File: config.mk
export PLATFORM = sky130hd
export DESIGN_NAME = alu_mb_seq
export DESIGN_NICKNAME = d
export VERILOG_FILES = /design/src/rtl/alu_mb_seq.sv
export SDC_FILE = /design/constraint.sdc
export NUM_CORES = 1
export LEC_CHECK = 0
export CAP_MARGIN = 0
export CORE_ASPECT_RATIO = 1.1
export CORE_MARGIN = 4
export CORE_UTILIZATION = 40
export DETAILED_ROUTE_END_ITERATION = 10
export GPL_TIMING_DRIVEN = 0
export HOLD_SLACK_MARGIN = 0.03
export PLACE_DENSITY = 0.77
export SLEW_MARGIN = 20
export SYNTH_ARGS = -nofsm -noshare
export SYNTH_HDL_FRONTEND = slang
export SYNTH_SLANG_ARGS = --single-unit
File: constraint.sdc
create_clock -name clk -period 1.8 [get_ports clk]
set_clock_uncertainty 0.05 [all_clocks]
set_input_delay 0.54 -clock clk [delete_from_list [all_inputs] [get_ports clk]]
set_output_delay 0.54 -clock clk [all_outputs]
set_load 0.005 [all_outputs]
File: src/rtl/alu_mb_seq.sv
// alu_mb_seq: multi-byte arithmetic sequencer.
// Drives an external 8-bit ALU one byte per cycle to perform NBYTES-wide
// ADD, SUB, SHL and SHR operations, then reports the final C/Z/N flags.
//
// Ports
//   clk, rst                 clock, asynchronous active-high reset
//   start, op, start_chain   operation request (sampled only in IDLE)
//   d                        opcode byte to the ALU decoder
//   fl_carry                 carry flag register feeding the decoder
//   idx                      operand byte index for the external operand mux
//   alu_o, pre_carry,
//   pre_z, pre_lt            ALU result byte and combinational flags
//   res_we, res_idx,
//   res_data                 result byte write port
//   busy, done               status (busy in RUN/FIN, done pulses in FIN)
//   flag_c, flag_z, flag_n   final flags of the last operation
module alu_mb_seq #(
    parameter int unsigned NBYTES = 4,
    parameter int unsigned AW     = 2
) (
    input  logic          clk,
    input  logic          rst,
    input  logic          start,
    input  logic [1:0]    op,
    input  logic          start_chain,
    output logic [7:0]    d,
    output logic          fl_carry,
    output logic [AW-1:0] idx,
    input  logic [7:0]    alu_o,
    input  logic          pre_carry,
    input  logic          pre_z,
    input  logic          pre_lt,
    output logic          res_we,
    output logic [AW-1:0] res_idx,
    output logic [7:0]    res_data,
    output logic          busy,
    output logic          done,
    output logic          flag_c,
    output logic          flag_z,
    output logic          flag_n
);

    localparam int unsigned CW = (NBYTES > 1) ? $clog2(NBYTES) : 1;

    localparam logic [AW-1:0] LAST_IDX = AW'(NBYTES - 1);
    localparam logic [CW-1:0] LAST_CNT = CW'(NBYTES - 1);

    localparam logic [1:0] OP_ADD = 2'b00;
    localparam logic [1:0] OP_SUB = 2'b01;
    localparam logic [1:0] OP_SHL = 2'b10;
    localparam logic [1:0] OP_SHR = 2'b11;

    // First-byte opcodes; bit 7 selects the chained (carry-consuming) form.
    localparam logic [7:0] OPC_ADD   = 8'h20;
    localparam logic [7:0] OPC_SUB   = 8'h60;
    localparam logic [7:0] OPC_SHL   = 8'h08;
    localparam logic [7:0] OPC_SHR   = 8'h18;
    localparam logic [7:0] OPC_CHAIN = 8'h80;

    typedef enum logic [1:0] {
        S_IDLE = 2'b00,
        S_RUN  = 2'b01,
        S_FIN  = 2'b10
    } state_e;

    state_e        state_q, state_d;

    logic [1:0]    op_q, op_d;
    logic          chain_q, chain_d;
    logic [CW-1:0] cnt_q, cnt_d;
    logic [AW-1:0] idx_q, idx_d;
    logic          fl_carry_q, fl_carry_d;
    logic          z_acc_q, z_acc_d;
    logic          n_acc_q, n_acc_d;
    logic          flag_c_q, flag_c_d;
    logic          flag_z_q, flag_z_d;
    logic          flag_n_q, flag_n_d;

    logic          first_byte;
    logic [7:0]    opc_base;

    // State register.
    always_ff @(posedge clk or posedge rst) begin
        if (rst) begin
            state_q <= S_IDLE;
        end else begin
            state_q <= state_d;
        end
    end

    // Next-state logic.
    always_comb begin
        state_d = state_q;
        case (state_q)
            S_IDLE: if (start) state_d = S_RUN;
            S_RUN:  if (cnt_q == LAST_CNT) state_d = S_FIN;
            S_FIN:  state_d = S_IDLE;
            default: state_d = S_IDLE;
        endcase
    end

    // Datapath next-state: operation latch, byte stepping, flag accumulation.
    always_comb begin
        op_d       = op_q;
        chain_d    = chain_q;
        cnt_d      = cnt_q;
        idx_d      = idx_q;
        fl_carry_d = fl_carry_q;
        z_acc_d    = z_acc_q;
        n_acc_d    = n_acc_q;
        flag_c_d   = flag_c_q;
        flag_z_d   = flag_z_q;
        flag_n_d   = flag_n_q;

        case (state_q)
            S_IDLE: begin
                if (start) begin
                    op_d    = op;
                    chain_d = start_chain;
                    cnt_d   = '0;
                    // SHR walks MSB first so the shifted-out bit ripples down.
                    idx_d   = (op == OP_SHR) ? LAST_IDX : '0;
                end
            end
            S_RUN: begin
                fl_carry_d = pre_carry;
                z_acc_d    = ((cnt_q == '0) ? 1'b1 : z_acc_q) & pre_z;
                // Sign comes from whichever cycle handles the MSB byte.
                if (idx_q == LAST_IDX) begin
                    n_acc_d = pre_lt;
                end
                idx_d = (op_q == OP_SHR) ? (idx_q - AW'(1)) : (idx_q + AW'(1));
                cnt_d = cnt_q + CW'(1);
            end
            S_FIN: begin
                flag_c_d = fl_carry_q;
                flag_z_d = z_acc_q;
                flag_n_d = n_acc_q;
            end
            default: ;
        endcase
    end

    // Datapath registers.
    always_ff @(posedge clk or posedge rst) begin
        if (rst) begin
            op_q       <= OP_ADD;
            chain_q    <= 1'b0;
            cnt_q      <= '0;
            idx_q      <= '0;
            fl_carry_q <= 1'b0;
            z_acc_q    <= 1'b0;
            n_acc_q    <= 1'b0;
            flag_c_q   <= 1'b0;
            flag_z_q   <= 1'b0;
            flag_n_q   <= 1'b0;
        end else begin
            op_q       <= op_d;
            chain_q    <= chain_d;
            cnt_q      <= cnt_d;
            idx_q      <= idx_d;
            fl_carry_q <= fl_carry_d;
            z_acc_q    <= z_acc_d;
            n_acc_q    <= n_acc_d;
            flag_c_q   <= flag_c_d;
            flag_z_q   <= flag_z_d;
            flag_n_q   <= flag_n_d;
        end
    end

    // Output decode from the current state.
    always_comb begin
        d          = 8'h00;
        busy       = 1'b0;
        done       = 1'b0;
        res_we     = 1'b0;
        first_byte = 1'b0;
        opc_base   = 8'h00;

        case (op_q)
            OP_ADD:  opc_base = OPC_ADD;
            OP_SUB:  opc_base = OPC_SUB;
            OP_SHL:  opc_base = OPC_SHL;
            OP_SHR:  opc_base = OPC_SHR;
            default: opc_base = 8'h00;
        endcase

        case (state_q)
            S_RUN: begin
                busy       = 1'b1;
                res_we     = 1'b1;
                // Only an unchained first byte uses the carry-initialising form.
                first_byte = (cnt_q == '0) && !chain_q;
                d          = first_byte ? opc_base : (opc_base | OPC_CHAIN);
            end
            S_FIN: begin
                busy = 1'b1;
                done = 1'b1;
            end
            default: ;
        endcase
    end

    assign idx      = idx_q;
    assign res_idx  = idx_q;
    assign res_data = alu_o;
    assign fl_carry = fl_carry_q;
    assign flag_c   = flag_c_q;
    assign flag_z   = flag_z_q;
    assign flag_n   = flag_n_q;

endmodule

==> Yosys cells after proc, flatten, opt, wreduce, memory -nomap -nowiden <==
Index checks and enable logic that the tools add are counted.
Widths: inputs -> output; s select.
{ "op_classes": {"add_sub_neg": 3, "n_eq_ne": 10, "mux": 16, "bitwise": 1, "reduce_logical": 11} }
{ "ops": {"columns": ["cell", "n"], "rows": [
  ["$pmux 8 s4", 1],
  ["$mux 8", 2],
  ["$eq 2x2->1 const B", 6],
  ["$mux 2", 6],
  ["$pmux 2 s2", 3],
  ["$reduce_and 2->1", 4],
  ["$logic_not 2->1", 3],
  ["$add 2x1->2 const B", 2],
  ["$eq 2x1->1 const B", 2],
  ["$mux 1", 4],
  ["$ne 2x2->1 const B", 2],
  ["$reduce_bool 2->1", 1],
  ["$reduce_or 2->1", 1],
  ["$sub 2x1->2 const B", 1],
  ["$and 1x1->1", 1],
  ["$logic_and 1x1->1", 1],
  ["$logic_not 1->1", 1]
]} }
{ "word_totals": {"register_bits": 15, "output_inout_bits": 27, "wordCells": 52} }

==> Depth between registers and ports, before layout <==
{ "logic_depth": {"depth_word": 4, "depth_mapped": 6, "ltp_nobuf": 5} }

==> Least setup slack after synthesis <==
No wires, ideal clock.
{ "synth_timing": {"path_type": "reg-to-output", "from": "reg state_q[1]", "to": "out d[7]", "arrival_time_ps": 1175, "required_time_ps": 1210, "setup_slack_ps": 35, "stages_incl_launch_ff": 6, "cell_sequence": "dfrtp_1 -> inv_1 -> ha_1 -> buf_4 -> buf_2 -> a21boi_0"} }
{ "synth_via": {"elab_chain_len": 2} }
{ "synth_rtl": {"columns": ["item", "line_no", "text"], "rows": [
  ["start: declaration", "66", "state_e state_q, state_d;"],
  ["start signal: assignment", "87", "state_q <= state_d;"],
  ["$eq 2x1->1", "188", "case (state_q)"],
  ["$mux 8", "188", null],
  ["end: declaration", "26", "output logic [7:0] d,"]
]} }
No other way between the ends.

==> Final worst setup path <==
{ "layout_timing": {"from": "reg state_q[0]", "to": "out d[7]"} }
Same word-level chain as after synthesis.

==> impl_metrics.ini <==
[worst_hold_path]
hp-start = n_acc_q$_DFFE_PP0P_
min_path_type = reg2reg

[floorplanning]
start_util = 0.417
io_pins = 44
die_x_um = 54.2
row_count = 18
dieArea_um2 = 3190
die_height_um = 58.8
core_area_um2 = 2250

[sta]
tightest_slew_ns = 0.577
max_freq_mhz = 535
max_slew_margin = 0.615
hold_viol = 0
setup_slack_ns = -0.0708
drv_slew = 0
rsz0062_at_grt = yes
finalCritPeriodShare = 1.04
fin_setup_tns_ns = -0.244
setup_viol = 5
fin_crit_ns = 1.87

[place]
io_buffer_count = 32
pre_cts_ws_ns = -0.596
place_congestion = 0.768
dpl_cell_area_um2 = 1300
dp_hpwl_mm = 1.49

[drt]
wire_per_inst_um = 12.8
vias = 803
ant_nets = 0
vias_per_cell = 4.72
drt_first_iter_violations = 9
drc_errors = 0
wirelength_mm = 2.18
drt-pass1-iter-count = 4

[logic_synthesis]
synth_commonest_cells = dfrtp_1 (15), buf_4 (14), mux2_2 (9)
ys.warnings.count = 0
synth_area_per_cell_um2 = 10.5
syn_area_um2 = 938
synth_seq_cells = 15
synth-seq-area-share = 0.400
yosysTopAreaCell = dfrtp_1
synth_ff_type = dfrtp_1
synth_edf_count = 0
synthCells = 89
synthTopCellsByArea = dfrtp_1 (40%), buf_4 (11%), mux2_2 (11%), ha_1 (8.0%), nand3_1 (3.2%)
ys_types = 31
async_reset_ff_frac = 1.00
synth_top_area_share = 0.400
post-synth-top-count-cell = dfrtp_1

[power]
p_leak_nw = 0.730
powerDensity_nw_per_um2 = 1550
ir_worst_vdd_uv = 999

[critical_path]
slowest_delay_ns = 0.44
worstPathMaxFanout = 5
start_kind = flip-flop
arrival_ns = 1.28
crit_chain = ha_4 > buf_8 > a21boi_2 > buf_2
cpMaxStageDelayCell = dfrtp_2
crit_start = state_q[0]$_DFFE_PP0P_
endpoint_kind = output port
required_ns = 1.21
r2r-start = state_q[0]$_DFFE_PP0P_
crit_type = reg2out

[global_route]
grt_pass1_vias = 778
use_met2 = 0.234
grt-ovfl-total = 0
grt_busiest_layer = met2
grt_pass1_wl_mm = 3.38
grt.met3_usage = 0.0354
grt_use_met1 = 0.188
track_usage = 0.145
grt_max_degree = 16
antenna_found_initial = 0

[cts]
root_buffer = clkbuf_4
cts_buffer_depth = 2
cts_tree = yes
clk_pin_slew_worst_paths_ns = 0.09
h-tree-depth = 1
cts_made_buffers = 3
clock_latency_ns = 0.27
cts.sinks = 15

[finish]
fin_util = 0.658
syn_to_final_growth_pct = 58.0
drive_above_1_share = 0.436
layout.nets = 164
num_antenna_cells = 0
final_area_um2 = 1480

[job]
cap_violations = 0

[status]
violations = negative setup slack
outcome = finished with violations
power breakdown:
| group | switching, W | internal, W | total, W |
|---|---|---|---|
| clock | 0.000101 | 0.0000858 | 0.000187 |
| combinational | 0.000572 | 0.000904 | 0.00148 |
| sequential | 0.000124 | 0.000514 | 0.000638 |
| total | 0.000798 | 0.00150 | 0.00230 |
area by class of cell:
cell class | instances | area (um2)
Clock buffer | 4 | 26.3
Multi-Input combinational cell | 54 | 485
Fill cell | 194 | 769
Inverter | 7 | 31.3
Tap cell | 30 | 37.5
Sequential cell | 15 | 379
Timing Repair Buffer | 46 | 410
Buffer | 14 | 113
worst paths after layout:
path,cells after the start,slack (ns),endpoint
max,4,-0.07,d[7]
min,1,0.46,n_acc_q$_DFFE_PP0P_
max reg2reg,6,0.05,state_q[1]$_DFFE_PP0P_
min reg2reg,1,0.46,n_acc_q$_DFFE_PP0P_
max in group asynchronous,2,0.71,idx[0]$_DFFE_PP0P_
min in group asynchronous,2,0.57,flag_z$_DFFE_PP0P_
kinds of logic after synthesis:
logic type      Yosys count  synth area share
buf+inv                  22             0.145
compound gates            9            0.0813
other cells               1           0.00400
fa+ha+maj                 6            0.0800
flops                    15             0.400
mux                      11             0.131
simple gates             25             0.159
critical path: cells and delay by family (launching register included):
family                     cells  cell delay, ns
AOI/OAI and AO/OA              1            0.14
adders and majority gates      1            0.19
buffers and inverters          2            0.24
DFF                            1            0.44
metrics by stage:
| stage | total power [W] | hold slack (ns) | instances |
|---|---|---|---|
| 2_1_floorplan | 0.00130 | 0.391 | 91 |
| 3_3_place_gp | 0.00177 | 0.435 | 153 |
| 3_5_place_dp | 0.00181 | 0.445 | 153 |
| 4_1_cts | 0.00229 | 0.464 | 170 |
| 5_1_grt | 0.00249 | 0.481 | 170 |
| 6_report | 0.00230 | 0.463 | 170 |
flip-flops by register name (all words and copies together) (netlist names):
name      cells
z_acc_q       1
flag_c        1
cnt_q         2
n_acc_q       1
chain_q       1
idx           2
fl_carry      1
flag_z        1
op_q          2
state_q       2
flag_n        1
repair_timing:
item / CTS / global route
buffers inserted: 13 / 2
setup endpoints to repair: 12 / 9
resized for setup: 51 / 8
pin swaps: 5 / 2
hold buffers: 0 / 0
cell usage in the layout (no fill, tap or decap), types with 2 or more instances in the layout:
master,synthesis,layout
dfrtp_1,15,12
inv_1,7,5
ha_4,0,3
mux2_2,9,9
dlymetal6s2s_1,0,3
nand3_1,6,6
buf_2,1,5
nand3b_1,2,2
conb_1,1,3
a21oi_1,2,2
dlygate4sd2_1,0,3
dfrtp_2,0,3
nor2b_1,3,2
nand2_1,3,3
ha_1,6,3
buf_6,0,3
buf_4,14,26
clkdlybuf4s50_1,0,19
clkbuf_4,0,3
layer usage:
| metal | up-vias | wire [um] |
|---|---|---|
| met2 | 35 | 1080 |
| li1 | 391 | - |
| met5 | - | 0 |
| met3 | 2 | 180 |
| met4 | 0 | 7 |
| met1 | 375 | 910 |
Note: power is estimated with default switching activity, not from simulation.
